==> src/rtl/turret_aim_ctrl.sv <==
// Turret elevation controller: keycode -> registered angle index / one-hot select,
// with press-edge stepping, frame-paced auto-repeat, saturate/wrap and recenter.
module turret_aim_ctrl #(
  parameter int          NUM_STEPS    = 9,
  parameter int          HOME_IDX     = 4,
  parameter logic [7:0]  KEY_UP       = 8'h1A,
  parameter logic [7:0]  KEY_DOWN     = 8'h16,
  parameter int          REPEAT_DELAY = 3,
  parameter int          REPEAT_RATE  = 2,
  parameter bit          WRAP         = 1'b0
) (
  input  logic                         Clk,
  input  logic                         Reset,
  input  logic [7:0]                   keycode,
  input  logic                         frame_tick,
  input  logic                         recenter,
  output logic [$clog2(NUM_STEPS)-1:0] angle_idx,
  output logic [NUM_STEPS-1:0]         angle_onehot,
  output logic                         at_min,
  output logic                         at_max,
  output logic                         moved
);
  localparam int IW   = $clog2(NUM_STEPS);
  localparam int CMAX = (REPEAT_DELAY > REPEAT_RATE) ? REPEAT_DELAY : REPEAT_RATE;
  localparam int CW   = $clog2(CMAX + 1);
  localparam logic [IW-1:0]        LAST    = IW'(NUM_STEPS - 1);
  localparam logic [IW-1:0]        HOME    = IW'(HOME_IDX);
  localparam logic [NUM_STEPS-1:0] ONE     = NUM_STEPS'(1);
  localparam logic [CW-1:0]        DLY_END = CW'(REPEAT_DELAY - 1);
  localparam logic [CW-1:0]        RPT_END = CW'(REPEAT_RATE - 1);

  typedef enum logic [1:0] {S_IDLE, S_DELAY, S_REPEAT, S_LOCKOUT} state_t;

  state_t        state, state_nxt;
  logic [CW-1:0] cnt;
  logic          dir_up;
  logic          up, dn, key, dir_chg;
  logic          step, step_up, cnt_clr, cnt_inc;
  logic [IW-1:0] idx_nxt;

  assign up  = (keycode == KEY_UP);
  assign dn  = (keycode == KEY_DOWN);
  assign key = up | dn;
  // dir_up remembers the direction of the last issued step, so a swap of keys
  // between consecutive cycles is seen as a fresh press.
  assign dir_chg = (up && !dir_up) || (dn && dir_up);

  always_ff @(posedge Clk) begin
    if (Reset) state <= S_IDLE;
    else       state <= state_nxt;
  end

  always_comb begin
    state_nxt = state;
    case (state)
      S_IDLE:    if (key) state_nxt = S_DELAY;
      S_DELAY: begin
        if (!key)                              state_nxt = S_IDLE;
        else if (dir_chg)                      state_nxt = S_DELAY;
        else if (frame_tick && cnt == DLY_END) state_nxt = S_REPEAT;
      end
      S_REPEAT: begin
        if (!key)         state_nxt = S_IDLE;
        else if (dir_chg) state_nxt = S_DELAY;
      end
      S_LOCKOUT: if (!key) state_nxt = S_IDLE;
      default:   state_nxt = S_IDLE;
    endcase
    if (recenter) state_nxt = key ? S_LOCKOUT : S_IDLE;
  end

  always_comb begin
    step    = 1'b0;
    step_up = up;
    cnt_clr = 1'b0;
    cnt_inc = 1'b0;
    case (state)
      S_IDLE: if (key) begin step = 1'b1; cnt_clr = 1'b1; end
      S_DELAY, S_REPEAT: begin
        if (!key) cnt_clr = 1'b1;
        else if (dir_chg) begin
          step    = 1'b1;
          cnt_clr = 1'b1;
        end else if (frame_tick) begin
          if (cnt == ((state == S_DELAY) ? DLY_END : RPT_END)) begin
            step    = 1'b1;
            cnt_clr = 1'b1;
          end else begin
            cnt_inc = 1'b1;
          end
        end
      end
      default: ;
    endcase
  end

  // Recenter overrides any step decided in the same cycle.
  always_comb begin
    idx_nxt = angle_idx;
    if (recenter) idx_nxt = HOME;
    else if (step) begin
      if (step_up) begin
        if (angle_idx == LAST) idx_nxt = WRAP ? '0 : angle_idx;
        else                   idx_nxt = angle_idx + IW'(1);
      end else begin
        if (angle_idx == '0)   idx_nxt = WRAP ? LAST : angle_idx;
        else                   idx_nxt = angle_idx - IW'(1);
      end
    end
  end

  always_ff @(posedge Clk) begin
    if (Reset) begin
      angle_idx    <= HOME;
      angle_onehot <= ONE << HOME_IDX;
      at_min       <= (HOME == '0);
      at_max       <= (HOME == LAST);
      moved        <= 1'b0;
      cnt          <= '0;
      dir_up       <= 1'b0;
    end else begin
      angle_idx    <= idx_nxt;
      angle_onehot <= ONE << idx_nxt;
      at_min       <= (idx_nxt == '0);
      at_max       <= (idx_nxt == LAST);
      moved        <= (idx_nxt != angle_idx);
      if (recenter || cnt_clr) cnt <= '0;
      else if (cnt_inc)        cnt <= cnt + CW'(1);
      if (step) dir_up <= step_up;
    end
  end
endmodule

==> config.mk <==
export PLATFORM = sky130hd
export DESIGN_NAME = turret_aim_ctrl
export DESIGN_NICKNAME = d
export VERILOG_FILES = /design/src/rtl/turret_aim_ctrl.sv
export SDC_FILE = /design/constraint.sdc
export NUM_CORES = 1
export LEC_CHECK = 0
export BUFFER_PORTS_ARGS = -buffer_cell sky130_fd_sc_hd__buf_2
export CORE_MARGIN = 8
export CORE_UTILIZATION = 49
export DETAILED_ROUTE_END_ITERATION = 8
export PLACE_DENSITY = 0.8
export SLEW_MARGIN = 20
export SYNTH_ARGS = -nofsm -noshare
export SYNTH_HDL_FRONTEND = slang
export SYNTH_SLANG_ARGS = --single-unit
==> constraint.sdc <==
create_clock -name Clk -period 2.4 [get_ports Clk]
set_input_delay 0.36 -clock Clk [delete_from_list [all_inputs] [get_ports Clk]]
set_output_delay 0.36 -clock Clk [all_outputs]
set_load 0.005 [all_outputs]
# Yosys cells after proc, flatten, opt, wreduce, memory -nomap -nowiden
# Index checks and enable logic that the tools add are counted.
dict set report op_classes {
  n_addsub 3
  bitwise 1
  n_shift 1
  n_eq_ne 14
  n_mux 29
  reduce_logical 12
}
# op count
set op_table {}
lappend op_table {{2-bit 2-to-1 mux} 10}
lappend op_table {{4-bit 2-to-1 mux} 5}
lappend op_table {{8-bit by 5-bit == test with 1-bit output, second input constant} 2}
lappend op_table {{1-bit 2-to-1 mux} 11}
lappend op_table {{1-bit by 4-bit << shifter with 9-bit output, first input constant} 1}
lappend op_table {{4-bit == test, second input constant} 2}
lappend op_table {{4-bit logical NOT} 2}
lappend op_table {{2-bit case mux with 4 select lines} 1}
lappend op_table {{2-bit == test, second input constant} 3}
lappend op_table {{3-bit inequality test, second input constant} 2}
lappend op_table {{5-bit inequality test, second input constant} 1}
lappend op_table {{4-bit by 1-bit adder with 4-bit output, second input constant} 1}
lappend op_table {{4-bit inequality test} 1}
lappend op_table {{4-bit inequality test, second input constant} 1}
lappend op_table {{1-bit case mux with 2 select lines} 2}
lappend op_table {{4-bit AND reduction} 1}
lappend op_table {{2-bit OR reduction} 2}
lappend op_table {{4-bit by 1-bit subtractor with 4-bit output, second input constant} 1}
lappend op_table {{1-bit logical AND} 3}
lappend op_table {{2-bit by 1-bit adder with 2-bit output, second input constant} 1}
lappend op_table {{2-bit by 1-bit == test with 1-bit output, second input constant} 1}
lappend op_table {{2-bit == test} 1}
lappend op_table {{2-bit logical NOT} 1}
lappend op_table {{1-bit logical OR} 2}
lappend op_table {{other kinds (2)} 2}
dict set report totals {
  out_inout_bits 16
  register_bits 21
  wordCells 68
}

# Depth between registers and ports, before layout
dict set report depth {
  ltp_word 11
  depth_mapped 10
}

# Least setup slack after synthesis
# No wires, ideal clock.
dict set report synth_timing {
  kind {register -> register}
  startpoint {reg state[1]}
  endpoint {reg angle_onehot[1]}
  slack_ns -0.058
  arrival_time_ns 2.378
  stages_incl_launch_ff 11
  required_ns 2.320
  cell_sequence {dfxtp_1 -> inv_1 -> ha_1 -> nand4bb_1 -> and3_1 -> o32a_1 -> a21oi_4 -> and2b_1 -> xnor2_1 -> buf_2 -> nor3b_1}
}
dict set report synth_via {
  elab_chain_len 11
  word_cells_on_any_way 14
}
# item line_no
set synth_rtl {}
lappend synth_rtl {{from (decl)} 34} ;# state_t state, state_nxt;
lappend synth_rtl {{from (signal assigned)} 50} ;# else state <= state_nxt;
lappend synth_rtl {{2-bit by 1-bit == test with 1-bit output} {77, 85}}
lappend synth_rtl {{2-bit 2-to-1 mux} 85} ;# if (cnt == ((state == S_DELAY) ? DLY_END : RPT_END)) begin
lappend synth_rtl {{2-bit == test} 85}
lappend synth_rtl {{1-bit 2-to-1 mux} 85}
lappend synth_rtl {{1-bit 2-to-1 mux} 84} ;# end else if (frame_tick) begin
lappend synth_rtl {{1-bit 2-to-1 mux} 81} ;# else if (dir_chg) begin
lappend synth_rtl {{1-bit 2-to-1 mux} 80} ;# if (!key) cnt_clr = 1'b1;
lappend synth_rtl {{1-bit case mux with 2 select lines (*)} 77} ;# case (state)
lappend synth_rtl {{4-bit 2-to-1 mux (*)} 101} ;# else if (step) begin
lappend synth_rtl {{4-bit 2-to-1 mux (*)} 100} ;# if (recenter) idx_nxt = HOME;
lappend synth_rtl {{1-bit by 4-bit << shifter with 9-bit output (*)} 123} ;# angle_onehot <= ONE << idx_nxt;
lappend synth_rtl {{to (signal assigned)} 115} ;# angle_onehot <= ONE << HOME_IDX;
lappend synth_rtl {{to (signal assigned)} 123}
lappend synth_rtl {{to (decl)} 18} ;# output logic [NUM_STEPS-1:0] angle_onehot,
# Mark *: on every way between the ends. The rest lies on a longest branch, timed or not.
# A chain may end at the register's enable or synchronous reset.

# Worst setup path after layout
dict set report layout_timing {
  startpoint {reg state[1]}
  endpoint {reg at_max}
}
dict set report layout_via {
  elab_chain_len 11
  word_cells_on_any_way 14
}
# item line_no
set layout_rtl {}
lappend layout_rtl {{2-bit by 1-bit == test with 1-bit output} {77, 85}}
lappend layout_rtl {{2-bit 2-to-1 mux} 85}
lappend layout_rtl {{2-bit == test} 85}
lappend layout_rtl {{1-bit 2-to-1 mux} 85}
lappend layout_rtl {{1-bit 2-to-1 mux} 84}
lappend layout_rtl {{1-bit 2-to-1 mux} 81}
lappend layout_rtl {{1-bit 2-to-1 mux} 80}
lappend layout_rtl {{1-bit case mux with 2 select lines (*)} 77}
lappend layout_rtl {{4-bit 2-to-1 mux (*)} 101}
lappend layout_rtl {{4-bit 2-to-1 mux (*)} 100}
lappend layout_rtl {{4-bit == test (*)} 125} ;# at_max <= (idx_nxt == LAST);
lappend layout_rtl {{to (signal assigned)} 117} ;# at_max <= (HOME == LAST);
lappend layout_rtl {{to (signal assigned)} 125}
lappend layout_rtl {{to (decl)} 20} ;# output logic at_max,
# Marks and branches as above.

==> metrics <==
Leakage=approximately 0.00072 µW; Rel. slew slack=between 70% and 80%; cts hold-fix bufs=0; Starting DRT DRC Count=between 70 and 80; layout cells sized above 1=39.3%; crit-path max FO=6; HP Class=in2reg; cell mode on critical path=nor4b_4; fraction of registers with async set/reset=0%; met1 WL=1480 µm; port bufs=27; CTS tree=yes; DP Wirelength=2690 µm; Crit path largest cell delay=roughly 0.38 ns; setup violators final=0; critical path capture point type=register; XOR/XNOR Fraction of Synth Area=2.58%; Compound-Gate Fraction of Synth Area=approximately 16%; largest family of logic cells by synthesized area=simple AND/OR/NAND/NOR gates; clock latency on the worst-skew pair=slightly above 0.3 ns; status=finished, final reports clean; Tightest Pin Transition=between 0.3 and 0.4 ns; Fmax achieved=~0.43 GHz; worst-path cell chain=inv_2, ha_4, nand4b_1, and3_1, o32a_1, buf_6, nor4b_4, a211oi_2, and2_4, nor4b_4; Slowest cell on crit path=o32a_1; met2 WL post-DR=~2000 µm; top sig layer=met4; Final Hold Vio Count=0; Cells after Synth=approximately 150; mux cell area share after synthesis=around 6.5%; area of the core=2690 µm²; WL/cell=between 15 and 20 µm; crit path from=state[1]; global route overflow=0; Area Growth Syn to Fin=31.7%; minimum clock period=between 2 and 2.5 ns; H-tree depth=1; Final Worst Setup Slack=about 0.053 ns; GRT Total Usage=15.8%; Finished Cell Area=1790 µm²; worst setup slack after placement=-0.0675 ns; first-pass GRT wire length=roughly 5900 µm; die area=~4700 µm²; critical path launch point type=register; commonest non-fill, non-tap cell in the layout=buf_2; CTS clock-pin slew for the worst setup and hold paths=0.12 ns; vias in the first global route=1,383; met3 WL post-DR=approximately 160 µm; RSZ-0062 raised after global routing=true; die width=a little under 70 µm; number of routed nets with antenna violations=0; kind of critical path=reg2reg; CTS Sinks=21; Synth cell types=just under 50; Yosys reg bits=21; Post-Synth Adder-Cell Area=under 10%; pwr/cell area=340 nW/µm²; Mean Syn Cell Area=approximately 8.9 µm²; syn_nets=roughly 170; drt total wl=around 3700 µm; # rows=19; antenna violations before repair=0; largest net degree at the start of global routing=12; ys flop type=dfxtp_1; Hold Crit Depth=2; peak supply drop=roughly 630 µV; fin nets=about 220; Die Y=a little under 70 µm; FF-to-FF path depth=10; hold_sp=Reset; final worst path period share=97.8%; Vias/cell=between 5 and 6; Worst R2R Start=state[1]; CTS buffer count=3; largest cells by area after synthesis=dfxtp_1 31%, ha_1 8.3%, nor2_1 3.6%; Required @ worst endpoint=2.62 ns; DRT Pass-1 Iters=4; Synthesis Warnings=0; Min Hold Slack=around 0.29 ns; max-slew violations=0; post-synthesis simple-gate area fraction=31.6%; io pins=28; Fillers=approximately 210; crit path DAT=roughly 2.6 ns; Initial Utilization=50.5%; worst-case clock buffer depth=2; Worst Skew=between 0.002 and 0.0025 ns; CTS root buffer=clkbuf_4; final core utilization=approximately 67%; Post-DP Area=1630 µm²; gpl congestion=slightly below 0.9; Post-synth EDFFs=0; DR vias=1,356; commonest non-fill, non-tap cells in the layout=28 x buf_2, 18 x dfxtp_1, 17 x buf_4; Post-Syn Area=1360 µm²; Yosys top cell area share=between 30 and 40%; Synth area leader=dfxtp_1; Max-Cap Viols=0; Antenna Cells=0; Seq/Total Area, Yosys=31.0%; drt drc=0
[timing repair]
| action | CTS | global route |
|---|---|---|
| buffers inserted | 3 | 0 |
| endpoints found under the setup margin | 4 | 13 |
| pin swaps | 7 | 3 |
| gates cloned | 1 | 0 |
| gates resized for setup | 12 | 11 |
[synth_stat cells, drive strengths merged (5+ instances only)]
| master | count |
|---|---|
| dfxtp | 21 |
| nor2 | 13 |
| nand2 | 10 |
| ha | 9 |
| inv | 8 |
| nor3 | 8 |
| a21oi | 6 |
| nor3b | 6 |
| clkbuf | 5 |
| mux2i | 5 |
| nor4b | 5 |
[power breakdown]
part	internal [µW]	switching, µW	total, µW
Clock	64.9	110	175
Sequential	351	2.52	353
Combinational	37.9	41.6	79.5
[kinds of logic (layout without fill, tap and decap cells)]
family	Yosys count	count (layout)
DFF	21	21
and+or+nand+nor	68	68
adders and majority gates	9	9
muxes	7	7
AOI/OAI and AO/OA	29	29
buffers and inverters	14	58
xor gates and xnor gates	4	4
[final timing paths]
kind | slack (ns) | endpoint
max | 0.05 | at_max
min | 0.29 | state[1]
max reg2reg | 0.05 | at_max
min reg2reg | 0.56 | cnt[1]
[flip-flops by register name, indices dropped and copies added (netlist names)]
register	count
at_max	1
at_min	1
dir_up	1
moved	1
cnt	2
angle_onehot	9
angle_idx	4
state	2
[layer usage]
metal  vias to the layer above  GRT usage, %
li1                        647             -
met3                         8          4.04
met2                        28          29.3
met4                         0          7.16
met5                         -             0
met1                       673          16.2
[critical path, delay by kind of cell (launching register included)]
kind	cells	cell delay [ns]
adder cells (fa/ha/maj)	1	0.15
AO/OA/AOI/OAI	2	0.45
AND/OR/NAND/NOR	5	1.08
buffers and inverters	2	0.23
flip-flops	1	0.35
[per-stage QoR]
step / setup TNS, ns / power (µW) / cells
floorplan: 0 / 400 / 152
global placement: 0 / 427 / 220
detailed placement: -0.165 / 431 / 220
CTS: 0 / 602 / 227
global route: -0.146 / 629 / 227
finish: 0 / 608 / 227
[cell type report]
class                   count  area, µm²  area share (%)
flip-flops and latches     21        424            23.7
repair buffers             46        279            15.6
clock buffers               4       26.3            1.47
multi-input cells         117        988            55.3
well taps                  31       38.8            2.17
inverters                   8       30.0            1.68
(Power assumes the default switching activity.)
